`config.mk`:
```
export PLATFORM = sky130hd
export DESIGN_NAME = xpmwrap_fifo_wr_arb
export DESIGN_NICKNAME = d
export VERILOG_FILES = /design/src/rtl/xpmwrap_fifo_arb_pkg.sv /design/src/rtl/xpmwrap_rr_arbiter.sv /design/src/rtl/xpmwrap_fifo_wr_arb.sv
export SDC_FILE = /design/constraint.sdc
export NUM_CORES = 1
export LEC_CHECK = 0
export BUFFER_PORTS_ARGS = -buffer_cell sky130_fd_sc_hd__buf_2
export CORE_AREA = 4 4 83 85
export DETAILED_ROUTE_END_ITERATION = 10
export DIE_AREA = 0 0 87 89
export PLACE_DENSITY_LB_ADDON = 0.12
export SYNTH_ARGS = -nofsm -noshare
export SYNTH_HDL_FRONTEND = slang
export SYNTH_SLANG_ARGS = --single-unit
```
`constraint.sdc`:
```
create_clock -name wr_clk -period 4.8 [get_ports wr_clk]
set_clock_uncertainty 0.15 [all_clocks]
set_input_delay 0.72 -clock wr_clk [delete_from_list [all_inputs] [get_ports wr_clk]]
set_output_delay 0.72 -clock wr_clk [all_outputs]
set_load 0.02 [all_outputs]
```
`src/rtl/xpmwrap_fifo_arb_pkg.sv`:
```
// Shared types and helpers for the xpmwrap FIFO arbiters: the FSM state
// encoding and a round-robin priority search used by the write and read sides.
package xpmwrap_fifo_arb_pkg;

  // Widest requester set the search supports; narrower users zero-pad.
  localparam int RR_MAX_REQ = 16;
  localparam int RR_IDX_W   = 4;

  typedef enum logic [0:0] {
    IDLE = 1'b0,
    LOCK = 1'b1
  } arb_state_e;

  typedef struct packed {
    logic                found;
    logic [RR_IDX_W-1:0] idx;
  } rr_pick_t;

  // First set bit of valid, scanning ptr, ptr+1, ... modulo n.
  // ptr must be < n; bits of valid at or above n are ignored.
  function automatic rr_pick_t rr_pick(input logic [RR_MAX_REQ-1:0] valid,
                                       input logic [RR_IDX_W-1:0]   ptr,
                                       input int                    n);
    rr_pick_t res;
    int       k;
    res = '0;
    for (int i = 0; i < RR_MAX_REQ; i++) begin
      k = int'(ptr) + i;
      if (k >= n) k = k - n;
      if (i < n && !res.found && valid[k[RR_IDX_W-1:0]]) begin
        res.found = 1'b1;
        res.idx   = k[RR_IDX_W-1:0];
      end
    end
    return res;
  endfunction

endpackage

```
`src/rtl/xpmwrap_rr_arbiter.sv`:
```
// Combinational round-robin priority search over NUM_REQ requesters,
// starting at i_ptr. No state; the caller owns the pointer.
module xpmwrap_rr_arbiter
  import xpmwrap_fifo_arb_pkg::*;
#(
  parameter int NUM_REQ  = 4,
  parameter int ID_WIDTH = $clog2(NUM_REQ)
) (
  input  logic [NUM_REQ-1:0]  i_valid,
  input  logic [ID_WIDTH-1:0] i_ptr,
  output logic                o_found,
  output logic [ID_WIDTH-1:0] o_idx
);

  logic [RR_MAX_REQ-1:0] w_valid;
  logic [RR_IDX_W-1:0]   w_ptr;
  rr_pick_t              w_res;
  logic                  w_unused_idx;

  // Zero-pad the requester set and pointer to the helper's fixed width.
  always_comb begin
    w_valid                = '0;
    w_valid[NUM_REQ-1:0]   = i_valid;
    w_ptr                  = '0;
    w_ptr[ID_WIDTH-1:0]    = i_ptr;
  end

  assign w_res        = rr_pick(w_valid, w_ptr, NUM_REQ);
  assign o_found      = w_res.found;
  assign o_idx        = w_res.idx[ID_WIDTH-1:0];
  // Upper index bits are always zero for NUM_REQ < 16.
  assign w_unused_idx = ^w_res.idx;

endmodule

```
`src/rtl/xpmwrap_fifo_wr_arb.sv`:
```
// Round-robin packet arbiter sharing one FIFO write port between NUM_REQ
// valid/ready/last streams. A grant is held until the granted requester's
// last beat, so packets never interleave. One idle cycle separates packets.
module xpmwrap_fifo_wr_arb
  import xpmwrap_fifo_arb_pkg::*;
#(
  parameter  int NUM_REQ    = 4,
  parameter  int DATA_WIDTH = 32,
  parameter  int CNT_WIDTH  = 16,
  localparam int ID_WIDTH   = $clog2(NUM_REQ)
) (
  input  logic                          wr_clk,
  input  logic                          rst,
  input  logic [NUM_REQ-1:0]            req_valid,
  input  logic [NUM_REQ-1:0]            req_last,
  input  logic [NUM_REQ*DATA_WIDTH-1:0] req_data,
  output logic [NUM_REQ-1:0]            req_ready,
  output logic [DATA_WIDTH-1:0]         fifo_din,
  output logic                          fifo_wr_en,
  input  logic                          fifo_full,
  input  logic                          fifo_wr_rst_busy,
  input  logic                          fifo_overflow,
  output logic                          grant_valid,
  output logic [ID_WIDTH-1:0]           grant_id,
  output logic [CNT_WIDTH-1:0]          pkt_count,
  output logic                          ovf_err
);

  arb_state_e                           r_state, w_state_nxt;
  logic [ID_WIDTH-1:0]                  r_rr_ptr;
  logic [ID_WIDTH-1:0]                  r_grant_id;
  logic                                 r_grant_valid;
  logic [CNT_WIDTH-1:0]                 r_pkt_count;
  logic                                 r_ovf_err;

  logic                                 w_found;
  logic [ID_WIDTH-1:0]                  w_pick;
  logic                                 w_can_write;
  logic                                 w_accept;
  logic                                 w_pkt_done;
  logic                                 w_start;
  logic [ID_WIDTH-1:0]                  w_ptr_nxt;
  logic [NUM_REQ-1:0][DATA_WIDTH-1:0]   w_data;

  xpmwrap_rr_arbiter #(
    .NUM_REQ  (NUM_REQ),
    .ID_WIDTH (ID_WIDTH)
  ) u_rr (
    .i_valid (req_valid),
    .i_ptr   (r_rr_ptr),
    .o_found (w_found),
    .o_idx   (w_pick)
  );

  assign w_data      = req_data;
  assign w_can_write = !fifo_full && !fifo_wr_rst_busy;
  assign w_accept    = (r_state == LOCK) && req_valid[r_grant_id] && w_can_write;
  assign w_pkt_done  = w_accept && req_last[r_grant_id];
  assign w_start     = (r_state == IDLE) && !fifo_wr_rst_busy && w_found;
  assign w_ptr_nxt   = (r_grant_id == ID_WIDTH'(NUM_REQ - 1)) ? '0
                                                              : r_grant_id + 1'b1;

  // Next state: arbitrate in IDLE, hold the grant in LOCK until the last beat.
  always_comb begin
    w_state_nxt = r_state;
    case (r_state)
      IDLE:    if (w_start)    w_state_nxt = LOCK;
      LOCK:    if (w_pkt_done) w_state_nxt = IDLE;
      default: w_state_nxt = IDLE;
    endcase
  end

  // Only the granted requester sees ready, and only when the FIFO can take a beat.
  always_comb begin
    req_ready = '0;
    if (r_state == LOCK) req_ready[r_grant_id] = w_can_write;
  end

  // Zero-latency write path; din follows the granted slice even when idle.
  assign fifo_wr_en  = w_accept;
  assign fifo_din    = w_data[r_grant_id];
  assign grant_valid = r_grant_valid;
  assign grant_id    = r_grant_id;
  assign pkt_count   = r_pkt_count;
  assign ovf_err     = r_ovf_err;

  // State register.
  always_ff @(posedge wr_clk or posedge rst) begin
    if (rst) r_state <= IDLE;
    else     r_state <= w_state_nxt;
  end

  // Grant, round-robin pointer and packet counter; pointer moves past the
  // winner only once its packet completes.
  always_ff @(posedge wr_clk or posedge rst) begin
    if (rst) begin
      r_rr_ptr      <= '0;
      r_grant_id    <= '0;
      r_grant_valid <= 1'b0;
      r_pkt_count   <= '0;
    end else begin
      if (w_start) begin
        r_grant_id    <= w_pick;
        r_grant_valid <= 1'b1;
      end
      if (w_pkt_done) begin
        r_grant_valid <= 1'b0;
        r_rr_ptr      <= w_ptr_nxt;
        r_pkt_count   <= r_pkt_count + 1'b1;
      end
    end
  end

  // Sticky overflow flag; only reset clears it.
  always_ff @(posedge wr_clk or posedge rst) begin
    if (rst) r_ovf_err <= 1'b0;
    else     r_ovf_err <= r_ovf_err | fifo_overflow;
  end

endmodule
```
# ---- After elaboration in Yosys (flattened, before gate mapping)
# Index checks and enable logic that the tools add are counted.
dict set report op_classes {
  n_addsub 9
  reduce_logical 16
  n_eq_ne 1
  n_bitwise 3
  n_lt_le_gt_ge 10
  muxes 31
}
# op n
set op_table {}
lappend op_table {{>= comparator 32 x 4 -> 1 bit, second input constant} 3}
lappend op_table {{binary-select mux 32 bit (select 2 bit)} 1}
lappend op_table {{two-way mux 32 bit} 1}
lappend op_table {{less-than comparator 4 x 5 -> 1 bit, second input constant} 4}
lappend op_table {{two-way mux 4 bit} 5}
lappend op_table {{two-way mux 5 bit} 4}
lappend op_table {{adder 16 x 1 -> 16 bit, second input constant} 1}
lappend op_table {{binary-select mux 1 bit (select 4 bit)} 4}
lappend op_table {{subtractor 4 bit, second input constant} 3}
lappend op_table {{two-way mux 1 bit} 11}
lappend op_table {{logical AND 1 bit} 10}
lappend op_table {{adder 2 x 2 -> 3 bit, second input constant} 2}
lappend op_table {{logical NOT 1 bit} 5}
lappend op_table {{AND 4 bit} 1}
lappend op_table {{binary-select mux 1 bit (select 2 bit)} 2}
lappend op_table {{subtractor 2 x 3 -> 4 bit, second input constant} 1}
lappend op_table {{adder 2 x 1 -> 3 bit, second input constant} 1}
lappend op_table {{>= comparator 2 x 3 -> 1 bit, second input constant} 1}
lappend op_table {{less-than comparator 2 x 3 -> 1 bit, second input constant} 1}
lappend op_table {{adder 2 x 1 -> 2 bit, second input constant} 1}
lappend op_table {{demux 1 bit (select 2 bit)} 1}
lappend op_table {{equality test 2 bit, second input constant} 1}
lappend op_table {{>= comparator 2 x 1 -> 1 bit, second input constant} 1}
lappend op_table {{two-way mux 2 bit} 1}
lappend op_table {{4 further kinds} 4}
dict set report totals {
  output_inout_bits 57
  ff_bits 23
  elab_cells 76
}

# ---- Depth between registers and ports, before layout
dict set report depth {
  depth_word 17
  depth_mapped 8
}

# ---- By module
# A second synthesis with hierarchy kept.
dict set report unflattened {
  cells_unflattened 179
  area_unflattened_um2 2240.9
}
# module area_each_um2 instances cells_per_inst
set by_module_without_submodules {}
lappend by_module_without_submodules {xpmwrap_fifo_wr_arb 1930.6 1 140}
lappend by_module_without_submodules {xpmwrap_rr_arbiter 310.3 1 39}

# ---- Worst setup path after synthesis
# No wires, ideal clock.
dict set report synth_path {
  kind {reg-to-output}
  startpoint {register r_grant_id[0], in the netlist grant_id[0]}
  endpoint {output fifo_din[10]}
  stages_incl_launch_ff 4
  arrival_ps 1615
  path_buffers 2
  slack_ps 2315
  cell_sequence {dfrtp_1 buf_4 buf_2 mux4_2}
}
dict set report synth_between {
  elab_chain_cells 2
}
# item line
set synth_rtl {}
lappend synth_rtl {{start, declared} xpmwrap_fifo_wr_arb.sv:31} ;# logic [ID_WIDTH-1:0] r_grant_id;
lappend synth_rtl {{start signal, assigned} xpmwrap_fifo_wr_arb.sv:103} ;# r_grant_id <= w_pick;
lappend synth_rtl {{binary-select mux 32 bit (select 2 bit)} xpmwrap_fifo_wr_arb.sv:81} ;# assign fifo_din = w_data[r_grant_id];
lappend synth_rtl {{two-way mux 32 bit (not written as such)} xpmwrap_fifo_wr_arb.sv:81}
lappend synth_rtl {{end, declared} xpmwrap_fifo_wr_arb.sv:18} ;# output logic [DATA_WIDTH-1:0] fifo_din,
# Every way passes these cells. The select of a mux whose other input is x is not followed.

# ---- Worst setup path after layout
dict set report layout_path {
  startpoint {register r_grant_id[0], in the netlist grant_id[0]}
  endpoint {output fifo_din[19]}
}
# Same word-level chain as after synthesis.

==> impl_metrics.json <==
{
  "grt_pass1_wl_um": 12100,
  "ys_seq_area_share_pct": 27.3,
  "die_w_um": 87,
  "drv_slew": 0,
  "synth_top_area_cell": "mux4_2",
  "drive_gt1_share_pct": 67.5,
  "final-seq-area_um2": 577,
  "drcViolationCount": 0,
  "viasPerCell": 5.16,
  "hold_depth": 1,
  "finalPower_uw": 1510,
  "min_period_over_period_pct": 64.8,
  "netlist_top_cells_area": "mux4_2, dfrtp_1, ha_1, xnor2_1, xor2_1",
  "crit_type": "flip-flop to primary output",
  "clockBufferDepth": 2,
  "critPathSlowestCell": "dfrtp_2",
  "worstPathRequired_ns": 3.93,
  "syn_inst": 166,
  "critical-path-top-delay-family": "flip-flops",
  "switchingPower_uw": 711,
  "routabilityCongestion": 0.811,
  "route.antenna.remaining_nets": 0,
  "switching_share_pct": 47.2,
  "vias": 2260,
  "leakagePower_uw": 0.00165,
  "grt_start_max_net_pins": 28,
  "place_ws_ns": 1.91,
  "slew_headroom_pct": 29.4,
  "path_clk_slew_ns": 0.08,
  "p_seq_share_pct": 23.8,
  "final_cells": 438,
  "cp.arrival_ns": 2.24,
  "min_path_type": "flip-flop to flip-flop",
  "worstRegToRegCells": 6,
  "crit_chain": "buf_4 > mux4_2 > buf_2",
  "combPwrFrac_pct": 68.1,
  "dr.pass1.iters": 5,
  "htreeDepth": 1,
  "crit_path_max_fanout": 24,
  "tritoncts": "yes",
  "finalSetupViolations": 0,
  "clock_sinks": 23,
  "start_util_pct": 34.0,
  "fp.coreArea_um2": 6200,
  "final_nets": 511,
  "worst_pin_slew_ns": 1.06,
  "wl_per_cell_um": 19.0,
  "synth.distinct_cells": 37,
  "first_global_vias": 2332,
  "antenna_found_initial": 5,
  "cp-end-kind": "primary output",
  "wirelength_um": 8310,
  "cts_buffers": 3,
  "multiInputGateArea_um2": 1450,
  "startpoint_type": "flip-flop",
  "postCtsHoldBufs": 0,
  "cts_setup_buffers": 0,
  "syn_to_final_growth_pct": 51.9,
  "cp_num_cells": 3,
  "io-pin-count": 198,
  "maxCapViolations": 0,
  "die_y_um": 89,
  "setup_ws_ns": 1.69,
  "top_layer": "met5",
  "internal_power_uw": 795,
  "netlist_area_um2": 2110,
  "powerDensity_nw_per_um2": 470,
  "fmax_ghz": 0.321,
  "root_buffer": "clkbuf_8",
  "p_clk_share_pct": 8.1,
  "met2WireLength_um": 4280,
  "clkLatencyLatePin_ns": 0.26,
  "die-area_um2": 7740,
  "finalSetupTns_ns": 0,
  "dr_wl_met3_um": 921,
  "n_fill_cell": 598,
  "crit_buf_inv": 2,
  "grt_usage_pct": 20.7,
  "yosysWarnings": 0,
  "wl_met1_um": 3020,
  "port_buffers": 197,
  "hold_viol_final": 0,
  "ys_seq_elements": 23,
  "status": "complete, no violations",
  "synth.top_cell.area_share_pct": 37.4,
  "critical_path.max_stage_delay_ns": 0.83,
  "fp-row-count": 29,
  "rsz0062_at_grt": "no",
  "drt_iter0_markers": 80,
  "fin_crit_ns": 3.11,
  "cts_resized": 0,
  "dpl.hpwl_um": 7280,
  "grt_overflow_total": 0,
  "syn_area_per_cell_um2": 12.7,
  "syn_nets": 316,
  "vdd_ir_drop_max_mv": 0.196,
  "dp_cells": 433
}
[registers in the layout, indices dropped and copies added (netlist names)]
| name | flops |
|---|---|
| pkt_count | 16 |
| r_rr_ptr | 2 |
| grant_valid | 1 |
| ovf_err | 1 |
| grant_id | 2 |
| r_state | 1 |
[per-stage QoR]
| step | hold WS (ns) | instance area [µm²] | utilization [%] |
|---|---|---|---|
| CTS | 0.318 | 3200 | 51.6 |
| finish | 0.312 | 3200 | 51.6 |
| global route | 0.339 | 3200 | 51.6 |
| global placement | 0.299 | 3160 | 50.9 |
| floorplan | 0.322 | 2110 | - |
| detailed placement | 0.302 | 3160 | 50.9 |
[power groups by stage]
stage / clock network [µW] / registers (µW) / logic [µW]
after global routing: 135 / 378 / 1110
after detailed placement: 0 / 366 / 1030
after global placement: 0 / 364 / 1030
after floorplan: 0 / 296 / 787
final: 122 / 358 / 1030
after CTS: 127 / 362 / 1040
[layout make-up]
class	instances	share of cell area, %
multi-input cells	125	45.2
repair buffers	199	31.3
flip-flops and latches	23	18.0
well taps	77	3.01
clock buffers	4	1.41
inverters	9	1.05
diodes	1	0.0781
[kinds of logic (layout without fill, tap and decap cells)]
| logic type | count (synthesis) | in the layout | share of synthesized area, % |
|---|---|---|---|
| adders and majority gates | 9 | 9 | 5.34 |
| AOI/OAI and AO/OA | 15 | 15 | 5.22 |
| DFF | 23 | 23 | 27.3 |
| and+or+nand+nor | 44 | 44 | 11.0 |
| other | 0 | 1 | 0 |
| buffers and inverters | 18 | 212 | 4.04 |
| xor gates and xnor gates | 15 | 15 | 6.23 |
| muxes | 42 | 42 | 40.8 |
[cell usage after synthesis]
master    instances
mux2_2            2
nand3_1           7
nand4_1           3
and2_1            5
or2_2             1
buf_6             1
a21oi_1           2
and4_1            2
xnor2_1           8
mux4_2           35
o41a_1            1
clkbuf_1          2
buf_2             5
ha_1              9
o21ba_2           1
o221ai_1          1
xor2_1            7
and3_1            1
a31o_1            1
o21a_1            2
mux2i_1           5
nor3_1            5
or3_1             1
nand2b_1          1
inv_1             9
a21o_2            1
o21ai_0           3
nor2_1           12
o31ai_1           1
nand2_1           3
or4b_1            1
nor3b_1           1
dfrtp_1          23
nor2b_1           1
o211ai_1          1
a21boi_1          1
buf_4             1
[per-layer routing]
metal	GRT usage [%]	up-vias
li1	-	1038
met1	25.7	1086
met2	34.9	118
met3	8.11	10
met4	3.40	8
met5	0	-
[cells in the final DEF, fill, tap and decap left out, types with 2 or more instances in the layout]
| master | synthesis | routed |
|---|---|---|
| a21oi_1 | 2 | 2 |
| nand4_1 | 3 | 3 |
| nand2_1 | 3 | 3 |
| and4_1 | 2 | 2 |
| buf_4 | 1 | 2 |
| o21a_1 | 2 | 2 |
| mux4_2 | 35 | 35 |
| nand3_1 | 7 | 7 |
| xor2_1 | 7 | 7 |
| inv_1 | 9 | 9 |
| o21ai_0 | 3 | 3 |
| buf_2 | 5 | 197 |
| mux2i_1 | 5 | 5 |
| mux2_2 | 2 | 2 |
| xnor2_1 | 8 | 8 |
| dfrtp_1 | 23 | 22 |
| nor2_1 | 12 | 12 |
| and2_1 | 5 | 5 |
| ha_1 | 9 | 9 |
| nor3_1 | 5 | 5 |
| clkbuf_8 | 0 | 3 |
[path summary, 6_finish.rpt]
path | start | to | slack, ns
hold reg to reg | pkt_count[15]$_DFFE_PP0P_ | pkt_count[15]$_DFFE_PP0P_ | 0.31
setup reg to reg | r_rr_ptr[0]$_DFFE_PP0P_ | r_state$_DFF_PP0_ | 2.14
setup / recovery | grant_id[0]$_DFFE_PP0P_ | fifo_din[19] | 1.69
max in group asynchronous | rst | grant_id[0]$_DFFE_PP0P_ | 3.42
min in group asynchronous | rst | ovf_err$_DFF_PP0_ | 0.48
hold / removal | pkt_count[15]$_DFFE_PP0P_ | pkt_count[15]$_DFFE_PP0P_ | 0.31
Note: power is estimated with default switching activity, not from simulation.
